### src/rtl/vram_text_scanner.sv
// Text-mode scan-out: raster counters, VRAM/font fetch pipeline, pixel serialiser.
// Optional blinking cursor inversion enabled by VRAM_SCANNER_CURSOR_EN.
module vram_text_scanner #(
  parameter int COLS        = 40,
  parameter int ROWS        = 25,
  parameter int CHAR_H      = 8,
  parameter int H_TOTAL     = 400,
  parameter int V_TOTAL     = 262,
  parameter int HSYNC_START = 344,
  parameter int HSYNC_LEN   = 32,
  parameter int VSYNC_START = 230,
  parameter int VSYNC_LEN   = 3,
  parameter int ADDR_WIDTH  = 11
) (
  input  logic                  clk,
  input  logic                  reset,
  input  logic                  pix_en,
  output logic [ADDR_WIDTH-1:0] vram_addr,
  input  logic [7:0]            vram_q,
  output logic [10:0]           font_addr,
  input  logic [7:0]            font_q,
  output logic                  pixel,
  output logic                  active,
  output logic                  hsync,
  output logic                  vsync,
  output logic                  frame_start
`ifdef VRAM_SCANNER_CURSOR_EN
  ,
  input  logic [ADDR_WIDTH-1:0] cursor_pos,
  input  logic                  cursor_on
`endif
);

  localparam int HW    = $clog2(H_TOTAL);
  localparam int VW    = $clog2(V_TOTAL);
  localparam int GS    = $clog2(CHAR_H);
  localparam int ACT_V = ROWS * CHAR_H;
  localparam int X1    = 8 + 8 * COLS;

  logic [HW-1:0]         h_cnt;
  logic [VW-1:0]         v_cnt;
  logic [31:0]           h32;
  logic [31:0]           v32;
  logic [31:0]           text_row;
  logic [2:0]            glyph_row;
  logic [2:0]            phase;
  logic [ADDR_WIDTH-1:0] cell_addr;
  logic                  h_last;
  logic                  v_last;
  logic                  fetch;
  logic                  disp;
  logic                  hs;
  logic                  vs;
  logic                  top;
  logic [7:0]            glyph;
  logic [7:0]            glyph_in;
  logic [7:0]            shifter;

  always_comb begin
    h32       = 32'(h_cnt);
    v32       = 32'(v_cnt);
    text_row  = v32 >> GS;
    glyph_row = 3'(v32 & 32'(CHAR_H - 1));
    phase     = h_cnt[2:0];
    cell_addr = ADDR_WIDTH'(text_row * 32'(COLS) + (h32 >> 3));
    h_last    = h32 == 32'(H_TOTAL - 1);
    v_last    = v32 == 32'(V_TOTAL - 1);
    fetch     = (v32 < 32'(ACT_V)) && (h32 < 32'(8 * COLS));
    disp      = (v32 < 32'(ACT_V)) && (h32 >= 32'd8) && (h32 < 32'(X1));
    hs        = (h32 >= 32'(HSYNC_START))
             && (h32 < 32'(HSYNC_START + HSYNC_LEN));
    vs        = (v32 >= 32'(VSYNC_START))
             && (v32 < 32'(VSYNC_START + VSYNC_LEN));
    top       = (h_cnt == '0) && (v_cnt == '0);
  end

`ifdef VRAM_SCANNER_CURSOR_EN
  logic [4:0] frame_cnt;
  logic       cur_hit;

  always_ff @(posedge clk) begin
    if (reset) begin
      frame_cnt <= '0;
      cur_hit   <= 1'b0;
    end else if (pix_en) begin
      if (top) frame_cnt <= frame_cnt + 5'd1;
      if (fetch && phase == 3'd0)
        cur_hit <= cursor_on && frame_cnt[4]
                && (cell_addr == cursor_pos);
    end
  end

  assign glyph_in = font_q ^ {8{cur_hit}};
`else
  assign glyph_in = font_q;
`endif

  // Counters hold the position of the tick being issued; outputs reflect it.
  always_ff @(posedge clk) begin
    if (reset) begin
      h_cnt       <= '0;
      v_cnt       <= '0;
      vram_addr   <= '0;
      font_addr   <= '0;
      glyph       <= '0;
      shifter     <= '0;
      pixel       <= 1'b0;
      active      <= 1'b0;
      hsync       <= 1'b0;
      vsync       <= 1'b0;
      frame_start <= 1'b0;
    end else if (pix_en) begin
      h_cnt <= h_last ? '0 : h_cnt + HW'(1);
      if (h_last) v_cnt <= v_last ? '0 : v_cnt + VW'(1);
      active      <= disp;
      hsync       <= hs;
      vsync       <= vs;
      frame_start <= top;
      if (fetch && phase == 3'd0) vram_addr <= cell_addr;
      if (fetch && phase == 3'd2) font_addr <= {vram_q, glyph_row};
      if (fetch && phase == 3'd4) glyph <= glyph_in;
      if (disp && phase == 3'd0) begin
        pixel   <= glyph[7];
        shifter <= {glyph[6:0], 1'b0};
      end else begin
        pixel   <= disp & shifter[7];
        shifter <= {shifter[6:0], 1'b0};
      end
    end
  end

endmodule

### config.mk
export PLATFORM = sky130hd
export DESIGN_NAME = vram_text_scanner
export DESIGN_NICKNAME = d
export VERILOG_FILES = /design/src/rtl/vram_text_scanner.sv
export SDC_FILE = /design/constraint.sdc
export NUM_CORES = 1
export LEC_CHECK = 0
export BUFFER_PORTS_ARGS = -buffer_cell sky130_fd_sc_hd__buf_2
export CORE_MARGIN = 1
export CORE_UTILIZATION = 45
export CTS_CLUSTER_SIZE = 16
export DETAILED_ROUTE_END_ITERATION = 10
export PLACE_DENSITY = 0.65
export SLEW_MARGIN = 30
export SYNTH_ARGS = -nofsm -noshare
export SYNTH_HDL_FRONTEND = slang
export SYNTH_SLANG_ARGS = --single-unit
### constraint.sdc
create_clock -name clk -period 2.8 [get_ports clk]
set_input_delay 0.28 -clock clk [delete_from_list [all_inputs] [get_ports clk]]
set_output_delay 0.28 -clock clk [all_outputs]
set_load 0.02 [all_outputs]
# ---- After elaboration in Yosys (flattened, before gate mapping)
# Index checks and enable logic that the tools add are counted.
dict set report totals {
  register_bits 61
  input_bits 19
  out_inout_bits 27
  wordCells 49
}
dict set report classes {
  addsub 3
  multipliers 1
  n_lt_le_gt_ge 8
  eq_ne 4
  n_mux 4
  n_bitwise 1
  n_reduce_logical 17
}
# op n
set ops {}
lappend ops {{$lt 9x9->1 const B} 3}
lappend ops {{$add 9x1->9 const B} 2}
lappend ops {{$eq 9x9->1 const B} 2}
lappend ops {{$logic_not 9->1} 2}
lappend ops {{$lt 9x8->1 const B} 2}
lappend ops {{$mux 9} 2}
lappend ops {{$add 11x6->11} 1}
lappend ops {{$logic_and 1x1->1} 10}
lappend ops {{$ge 9x4->1 const B} 1}
lappend ops {{$ge 9x8->1 const B} 1}
lappend ops {{$ge 9x9->1 const B} 1}
lappend ops {{$mul 6x3->8 const B} 1}
lappend ops {{$mux 8} 1}
lappend ops {{$reduce_and 2->1} 4}
lappend ops {{$eq 3x2->1 const B} 1}
lappend ops {{$eq 3x3->1 const B} 1}
lappend ops {{$logic_not 3->1} 1}
lappend ops {{$and 1x1->1} 1}
lappend ops {{$mux 1} 1}

# ---- Logic depth before layout (Yosys ltp)
# Gate-level depths: netlist of the first run.
dict set report logic_depth {
  ltp_word 5
  mapped_depth 8
}

# ---- Worst setup path after synthesis of the first run
# No wires, ideal clock.
dict set report synth_timing {
  path_kind {flip-flop to flip-flop}
  from {register v_cnt[6]}
  to {register vram_addr[10]}
  setup_ns 0.119
  arrival_time_ns 2.130
  required_ns 2.681
  setup_slack_ns 0.551
  stages_incl_launch_ff 9
  synth_period_minus_slack_ns 2.249
  path_cell_list {dfxtp_1 ha_1 ha_1 fa_1 and3_1 a32oi_1 nor4_1 xnor2_1 a21oi_1}
}
dict set report synth_between {
  elab_chain_cells 4
  elab_cells_between_ends 6
  cone_classes {add/sub: 1; mul: 1; order compare: 1; reduce/logical: 3}
}
# item line_no
set synth_lines {}
lappend synth_lines {{start: declaration} 41} ;# logic [VW-1:0] v_cnt;
lappend synth_lines {{start signal: assignment} 114} ;# if (h_last) v_cnt <= v_last ? '0 : v_cnt + VW'(1);
lappend synth_lines {{parallel branches: the longest is 4 deep, another holds $add 11x6->11} n/a}
lappend synth_lines {{end signal: assignment} 119} ;# if (fetch && phase == 3'd0) vram_addr <= cell_addr;
lappend synth_lines {{end: declaration} 18} ;# output logic [ADDR_WIDTH-1:0] vram_addr,
# Several ways; the timed one is not identified.
# A chain may end at the register's enable or synchronous reset.

# ---- Final worst setup path of the first run
# Ends and elaborated chain as after synthesis.

==> impl_metrics.csv, run 1 <==
group,metric,value,unit
run_status,status,"finished clean",
layout,layout-drive-gt1-share,0.2082,
die,die-width,82.40,µm
die,fp.coreArea,6061,µm²
layout,final_cell_area,3417,µm²
clock_network,cts_buffer_depth,2,
clock_network,hold_buffers,0,
timing,maxSlewViolCount,0,
timing,fin_tns_setup,0,ns
critical_path,critPathKind,"register to register",
detailed_routing,dr.pass1.iters,4,
clock_network,clock_sinks,60,
die,initial_utilization,0.4800,
die,die_area,6790,µm²
synthesis,netlist_area,2909,µm²
clock_network,cts.repair.resized,0,
global_routing,grt_max_degree,33,
clock_network,cts_tree,"built",
pwr,power_density,512.0,nW/µm²
hold_path,hp-class,"input pin to register",
timing,finalHoldViolCount,0,
synthesis,syn_inst,311,
synthesis,synth-compound-area-share,0.07398,
clock_network,htree_num_levels,3,
detailed_routing,route.detailed.drc,0,
global_routing,overflow,0,
timing,max_freq,0.4126,GHz
synthesis,synth-seq-cells,60,
synthesis,netlist_top_cells_area,"dfxtp_1 (41%), mux2i_1 (12%), ha_1 (7.3%)",
hold_path,hold_depth,3,
critical_path,critPathRequiredTime,3.02,ns
placement,place_area,3233,µm²
synthesis,yosysTopAreaCell,"dfxtp_1",
placement,place_inst,424,
synthesis,synth_seq_area_share,0.4129,
die,die_h,82.40,µm
placement,gp_congestion,0.7294,
timing,setup_viol,0,
die,num_rows,28,
critical_path,cp_max_fo,9,
detailed_routing,drt-initial-drc-count,92,
global_routing,grt_use_total,0.1877,
critical_path,critPathCaptureType,"register",
critical_path,arrival,2.65,ns
layout,n_antenna_cell,0,
synthesis,synth_fa_ha_area_frac,0.08688,
layout,finalNetCount,398,
clock_network,numCtsBuffers,9,
timing,maxSlewHeadroom,0.5724,
placement,port_buffers,45,
global_routing,first_global_vias,2093,
synthesis,async_flop_share,0,
job,cap_violations,0,
pwr,ir_drop,0.3328,mV
clock_network,clkLatencyLatePin,0.34,ns
global_routing,antenna_found_initial,0,
synthesis,synth_xor_area_frac,0.06925,
synthesis,ys_warn_count,0,
timing,tightest_slew,0.6366,ns
global_routing,grt_pass1_wl,9522,µm
timing,min_period,2.423,ns
placement,dpl.hpwl,4001,µm
detailed_routing,via_per_inst,5.232,
die,ioPinCount,46,
critical_path,reg2reg_slack,0.38,ns
layout,fin_cells,440,
synthesis,yosys.area.top_type_share,0.4129,
detailed_routing,drt-total-wl,5701,µm
detailed_routing,detail_route.wl_per_cell,12.96,µm
synthesis,synth_top_family_by_area,"simple AND/OR/NAND/NOR gates",
synthesis,synth-edff-count,0,
synthesis,synth_mux_area_frac,0.1204,
synthesis,syn_avg_cell_area,9.354,µm²
critical_path,r2r_cells,8,
synthesis,synth_ff_type,"dfxtp_1",
clock_network,postCtsSetupRepairBufs,0,
timing,period_share,0.8655,
detailed_routing,dr_total_vias,2302,
synthesis,yosys.area_share.simple,0.2056,
clock_network,cts_root_buf,"clkbuf_8",
critical_path,critPathLaunchType,"register",
synthesis,synth_cell_types,40,
pwr,cellLeakagePower,1.436,nW
synthesis,synth_nets,349,
clock_network,path_clk_slew,0.07,ns
detailed_routing,drtAntennaViolNets,0,
timing,rsz0062_at_grt,"no",
timing,skew,0.006989,ns
layout,syn_to_final_growth,17.46,%
kinds of logic (layout without fill, tap and decap cells):
| kind of cell | Yosys count | after routing |
|---|---|---|
| AO/OA/AOI/OAI | 33 | 33 |
| XOR/XNOR | 23 | 23 |
| adder cells (fa/ha/maj) | 19 | 19 |
| buffers and inverters | 22 | 76 |
| flip-flops | 60 | 60 |
| multiplexers | 35 | 35 |
| AND/OR/NAND/NOR | 119 | 119 |
layer usage:
layer  up-vias  GRT usage  share of wire
met1      1073     0.2388           0.48
li1       1182          -              -
met5         -          0              0
met2        35     0.2992           0.47
met3        12    0.05495          0.037
met4         0    0.07018          0.015
cell usage in the layout, fill, tap and decap left out, types with 4 or more instances in the layout:
| cell type | Yosys | layout |
|---|---|---|
| dfxtp_1 | 60 | 60 |
| nor2_1 | 54 | 54 |
| buf_2 | 3 | 45 |
| mux2i_1 | 35 | 35 |
| ha_1 | 17 | 17 |
| nand2_1 | 15 | 15 |
| a21oi_1 | 14 | 14 |
| xnor2_1 | 12 | 12 |
| xor2_1 | 11 | 11 |
| nor3_1 | 10 | 10 |
| clkbuf_8 | 0 | 9 |
| inv_1 | 8 | 8 |
| a211oi_1 | 8 | 8 |
| nand4_1 | 7 | 7 |
| buf_4 | 1 | 7 |
| nand3_1 | 6 | 6 |
| and3_1 | 4 | 4 |
| or4_1 | 4 | 4 |
cells in the mapped netlist, types with 7 or more instances:
cell type and number:
xor2_1 11, nand2_1 15, a211oi_1 8, a21oi_1 14, ha_1 17, nor3_1 10
inv_1 8, nor2_1 54, clkbuf_1 8, mux2i_1 35, xnor2_1 12, dfxtp_1 60
nand4_1 7
path summary, 6_finish.rpt:
path                                 start                    endpoint
setup / recovery     v_cnt[6]$_SDFFE_PP0P_  vram_addr[10]$_SDFFE_PP0P_
hold reg to reg   frame_start$_SDFFE_PP0P_    frame_start$_SDFFE_PP0P_
setup reg to reg     v_cnt[6]$_SDFFE_PP0P_  vram_addr[10]$_SDFFE_PP0P_
hold / removal                   vram_q[7]  font_addr[10]$_SDFFE_PP0P_
where the power goes:
| part | total [mW] | switching, mW | internal (mW) |
|---|---|---|---|
| Combinational | 0.126 | 0.0755 | 0.0510 |
| Sequential | 0.883 | 0.0111 | 0.872 |
| Clock | 0.740 | 0.333 | 0.407 |
area by class of cell:
type | count | area, µm²
Timing Repair Buffer | 52 | 277.8
Clock buffer | 11 | 131.4
Sequential cell | 60 | 1201
Clock inverter | 5 | 52.55
Multi-Input combinational cell | 229 | 1630
Inverter | 8 | 30.03
Fill cell | 565 | 2644
Tap cell | 75 | 93.84
state kept, by name (all words and copies together) (netlist names):
| name | flops |
|---|---|
| active | 1 |
| font_addr | 11 |
| frame_start | 1 |
| glyph | 8 |
| h_cnt | 9 |
| hsync | 1 |
| pixel | 1 |
| shifter | 7 |
| v_cnt | 9 |
| vram_addr | 11 |
| vsync | 1 |
metrics by stage:
stage / power [mW] / setup slack [ns] / utilization / hold WS (ns)
2_1_floorplan: 0.9901 / 0.5506 / - / 0.4271
3_3_place_gp: 1.029 / 0.4330 / 0.5334 / 0.4470
3_5_place_dp: 1.031 / 0.3860 / 0.5334 / 0.4530
4_1_cts: 1.772 / 0.3694 / 0.5638 / 0.1625
5_1_grt: 1.822 / 0.1060 / 0.5638 / 0.1703
6_report: 1.750 / 0.3766 / 0.5638 / 0.1733
worst max-delay path, stage by stage (launching register included):
cell and delay [ns]:
dfxtp_1 0.50, ha_1 0.30, ha_1 0.22, fa_1 0.57, and3_1 0.17, a32oi_1 0.08, nor4_1 0.25, xnor2_1 0.16
a21oi_1 0.08
Power figures use the tool's default switching activity.
==> run 2, diff against run 1 <==
--- a/config.mk
+++ b/config.mk
@@ -10,7 +10,7 @@
 export CORE_UTILIZATION = 45
 export CTS_CLUSTER_SIZE = 16
 export DETAILED_ROUTE_END_ITERATION = 10
-export PLACE_DENSITY = 0.65
+export PLACE_DENSITY = 0.64
 export SLEW_MARGIN = 30
 export SYNTH_ARGS = -nofsm -noshare
 export SYNTH_HDL_FRONTEND = slang
==> impl_metrics.csv, run 2 (synthesis gave the netlist of run 1 again) <==
group,metric,value,unit
run_status,status,"finished clean",
layout,n_antenna_cell,0,
pwr,comb_power_share,0.072,
die,fp.coreArea,6061,µm²
clock_network,cts_tree,"built",
clock_network,htree_num_levels,3,
pwr,cellLeakagePower,1.434,nW
timing,finalHoldViolCount,0,
critical_path,crit_chain,"ha_1 > ha_1 > fa_1 > and3_1 > a32oi_1 > nor4_1 > xnor2_1 > a21oi_1",
critical_path,critPathTopFamily,"adder cells",
critical_path,path_depth,8,
clock_network,path_clk_slew,0.07,ns
critical_path,critPathCaptureType,"register",
die,die-width,82.40,µm
detailed_routing,drtAntennaViolNets,0,
timing,min_period,2.475,ns
pwr,switchingPower,442.2,µW
clock_network,postCtsSetupRepairBufs,0,
layout,syn_to_final_growth,17.51,%
pwr,sw_frac_of_total,0.2490,
layout,fin_cells,439,
clock_network,numCtsBuffers,9,
timing,maxSlewHeadroom,0.5508,
pwr,p_int,1.334,mW
clock_network,clock_sinks,60,
pwr,finalPower,1.776,mW
global_routing,grt_max_degree,35,
placement,gp_congestion,0.7449,
detailed_routing,route.detailed.drc,0,
pwr,clkPwrFrac,0.431,
die,num_rows,28,
critical_path,r2r_cells,8,
global_routing,grt_use_total,0.1915,
global_routing,grt_pass1_wl,9591,µm
critical_path,cp-endpoint,"vram_addr[10]$_SDFFE_PP0P_",
detailed_routing,detail_route.wl_per_cell,13.18,µm
timing,fin_tns_setup,0,ns
critical_path,reg2reg_slack,0.32,ns
critical_path,cp_slowest_cell,"fa_1",
layout,finalNetCount,397,
timing,max_freq,0.4040,GHz
layout,layout-drive-gt1-share,0.2088,
detailed_routing,drt-initial-drc-count,87,
layout,layout_commonest_cell,"dfxtp_1",
critical_path,critPathKind,"register to register",
timing,rsz0062_at_grt,"no",
critical_path,worst-path-buf-inv,0,
clock_network,hold_buffers,0,
clock_network,cts_buffer_depth,2,
timing,skew,0.007122,ns
pwr,power_density,519.5,nW/µm²
pwr,p_seq_frac,0.497,
detailed_routing,via_per_inst,5.278,
die,die_area,6790,µm²
hold_path,hold_depth,3,
global_routing,antenna_found_initial,0,
global_routing,overflow,0,
hold_path,hp-class,"input pin to register",
detailed_routing,drt-total-wl,5787,µm
critical_path,arrival,2.70,ns
clock_network,cts_root_buf,"clkbuf_8",
die,initial_utilization,0.4800,
layout,final_core_util,0.5640,
timing,maxSlewViolCount,0,
critical_path,cpMostUsedCell,"ha_1",
layout,layout_common_cells,"dfxtp_1 (60), nor2_1 (54), buf_2 (45)",
clock_network,cts.repair.resized,0,
global_routing,first_global_vias,2070,
placement,port_buffers,45,
detailed_routing,dr.pass1.iters,4,
critical_path,r2r_end,"vram_addr[10]$_SDFFE_PP0P_",
timing,tightest_slew,0.6687,ns
placement,dpl.hpwl,4033,µm
critical_path,critPathLaunchType,"register",
critical_path,critPathRequiredTime,3.02,ns
placement,place_inst,423,
critical_path,r2r-start,"v_cnt[6]$_SDFFE_PP0P_",
die,die_h,82.40,µm
critical_path,cpPeakStageDelay,0.59,ns
timing,setup_viol,0,
layout,largestRegisters,"font_addr x11, vram_addr x11",
critical_path,cp-startpoint,"v_cnt[6]$_SDFFE_PP0P_",
pwr,ir_drop,0.2860,mV
detailed_routing,dr_total_vias,2317,
timing,period_share,0.8839,
clock_network,clkLatencyLatePin,0.34,ns
die,ioPinCount,46,
critical_path,cp_max_fo,9,
job,cap_violations,0,
## run 2: how the worst min path moves through the flow
| stage | from | to | slack [ns] |
|---|---|---|---|
| finish | font_q[2] | glyph[2]$_SDFFE_PP0P_ | 0.17 |
| global route | vram_q[4] | font_addr[7]$_SDFFE_PP0P_ | 0.17 |
| detailed placement | frame_start$_SDFFE_PP0P_ | frame_start$_SDFFE_PP0P_ | 0.45 |
| floorplan | font_q[7] | glyph[7]$_SDFFE_PP0P_ | 0.43 |
| CTS | font_q[5] | glyph[5]$_SDFFE_PP0P_ | 0.16 |
| global placement | frame_start$_SDFFE_PP0P_ | frame_start$_SDFFE_PP0P_ | 0.45 |
## run 2: cell type report
| type | count | area (µm²) |
|---|---|---|
| inverter | 8 | 30.03 |
| clock buffer | 10 | 127.6 |
| tap | 75 | 93.84 |
| fill | 592 | 2643 |
| clock inverter | 6 | 65.06 |
| timing repair buffer | 51 | 270.3 |
| sequential | 60 | 1201 |
| multi-input combinational | 229 | 1630 |
## run 2: tightest hold or removal path: stages
cell     delay [ns]
buf_2          0.07
mux2i_1        0.05
nor2_1         0.07
## run 2: routing by layer
layer / vias up / share of wire / global-route usage
met3: 11 / 0.028 / 0.04286
met1: 1084 / 0.50 / 0.2505
met5: - / 0 / 0
li1: 1189 / - / -
met2: 33 / 0.45 / 0.2959
met4: 0 / 0.022 / 0.09474
## run 2: power by group through the flow
stage | registers [mW] | clock network (mW) | logic, mW
floorplan | 0.914 | 0 | 0.0765
global placement | 0.902 | 0 | 0.127
detailed placement | 0.903 | 0 | 0.129
CTS | 0.883 | 0.784 | 0.130
global route | 0.885 | 0.822 | 0.142
finish | 0.883 | 0.765 | 0.128
## run 2: through the flow
stage | hold WS [ns] | instance area (µm²) | setup WS (ns)
final | 0.1670 | 3418 | 0.3250
after global routing | 0.1695 | 3418 | 0.08058
after CTS | 0.1570 | 3418 | 0.3287
after detailed placement | 0.4502 | 3226 | 0.3571
after global placement | 0.4460 | 3226 | 0.4264
after floorplan | 0.4271 | 2909 | 0.5506
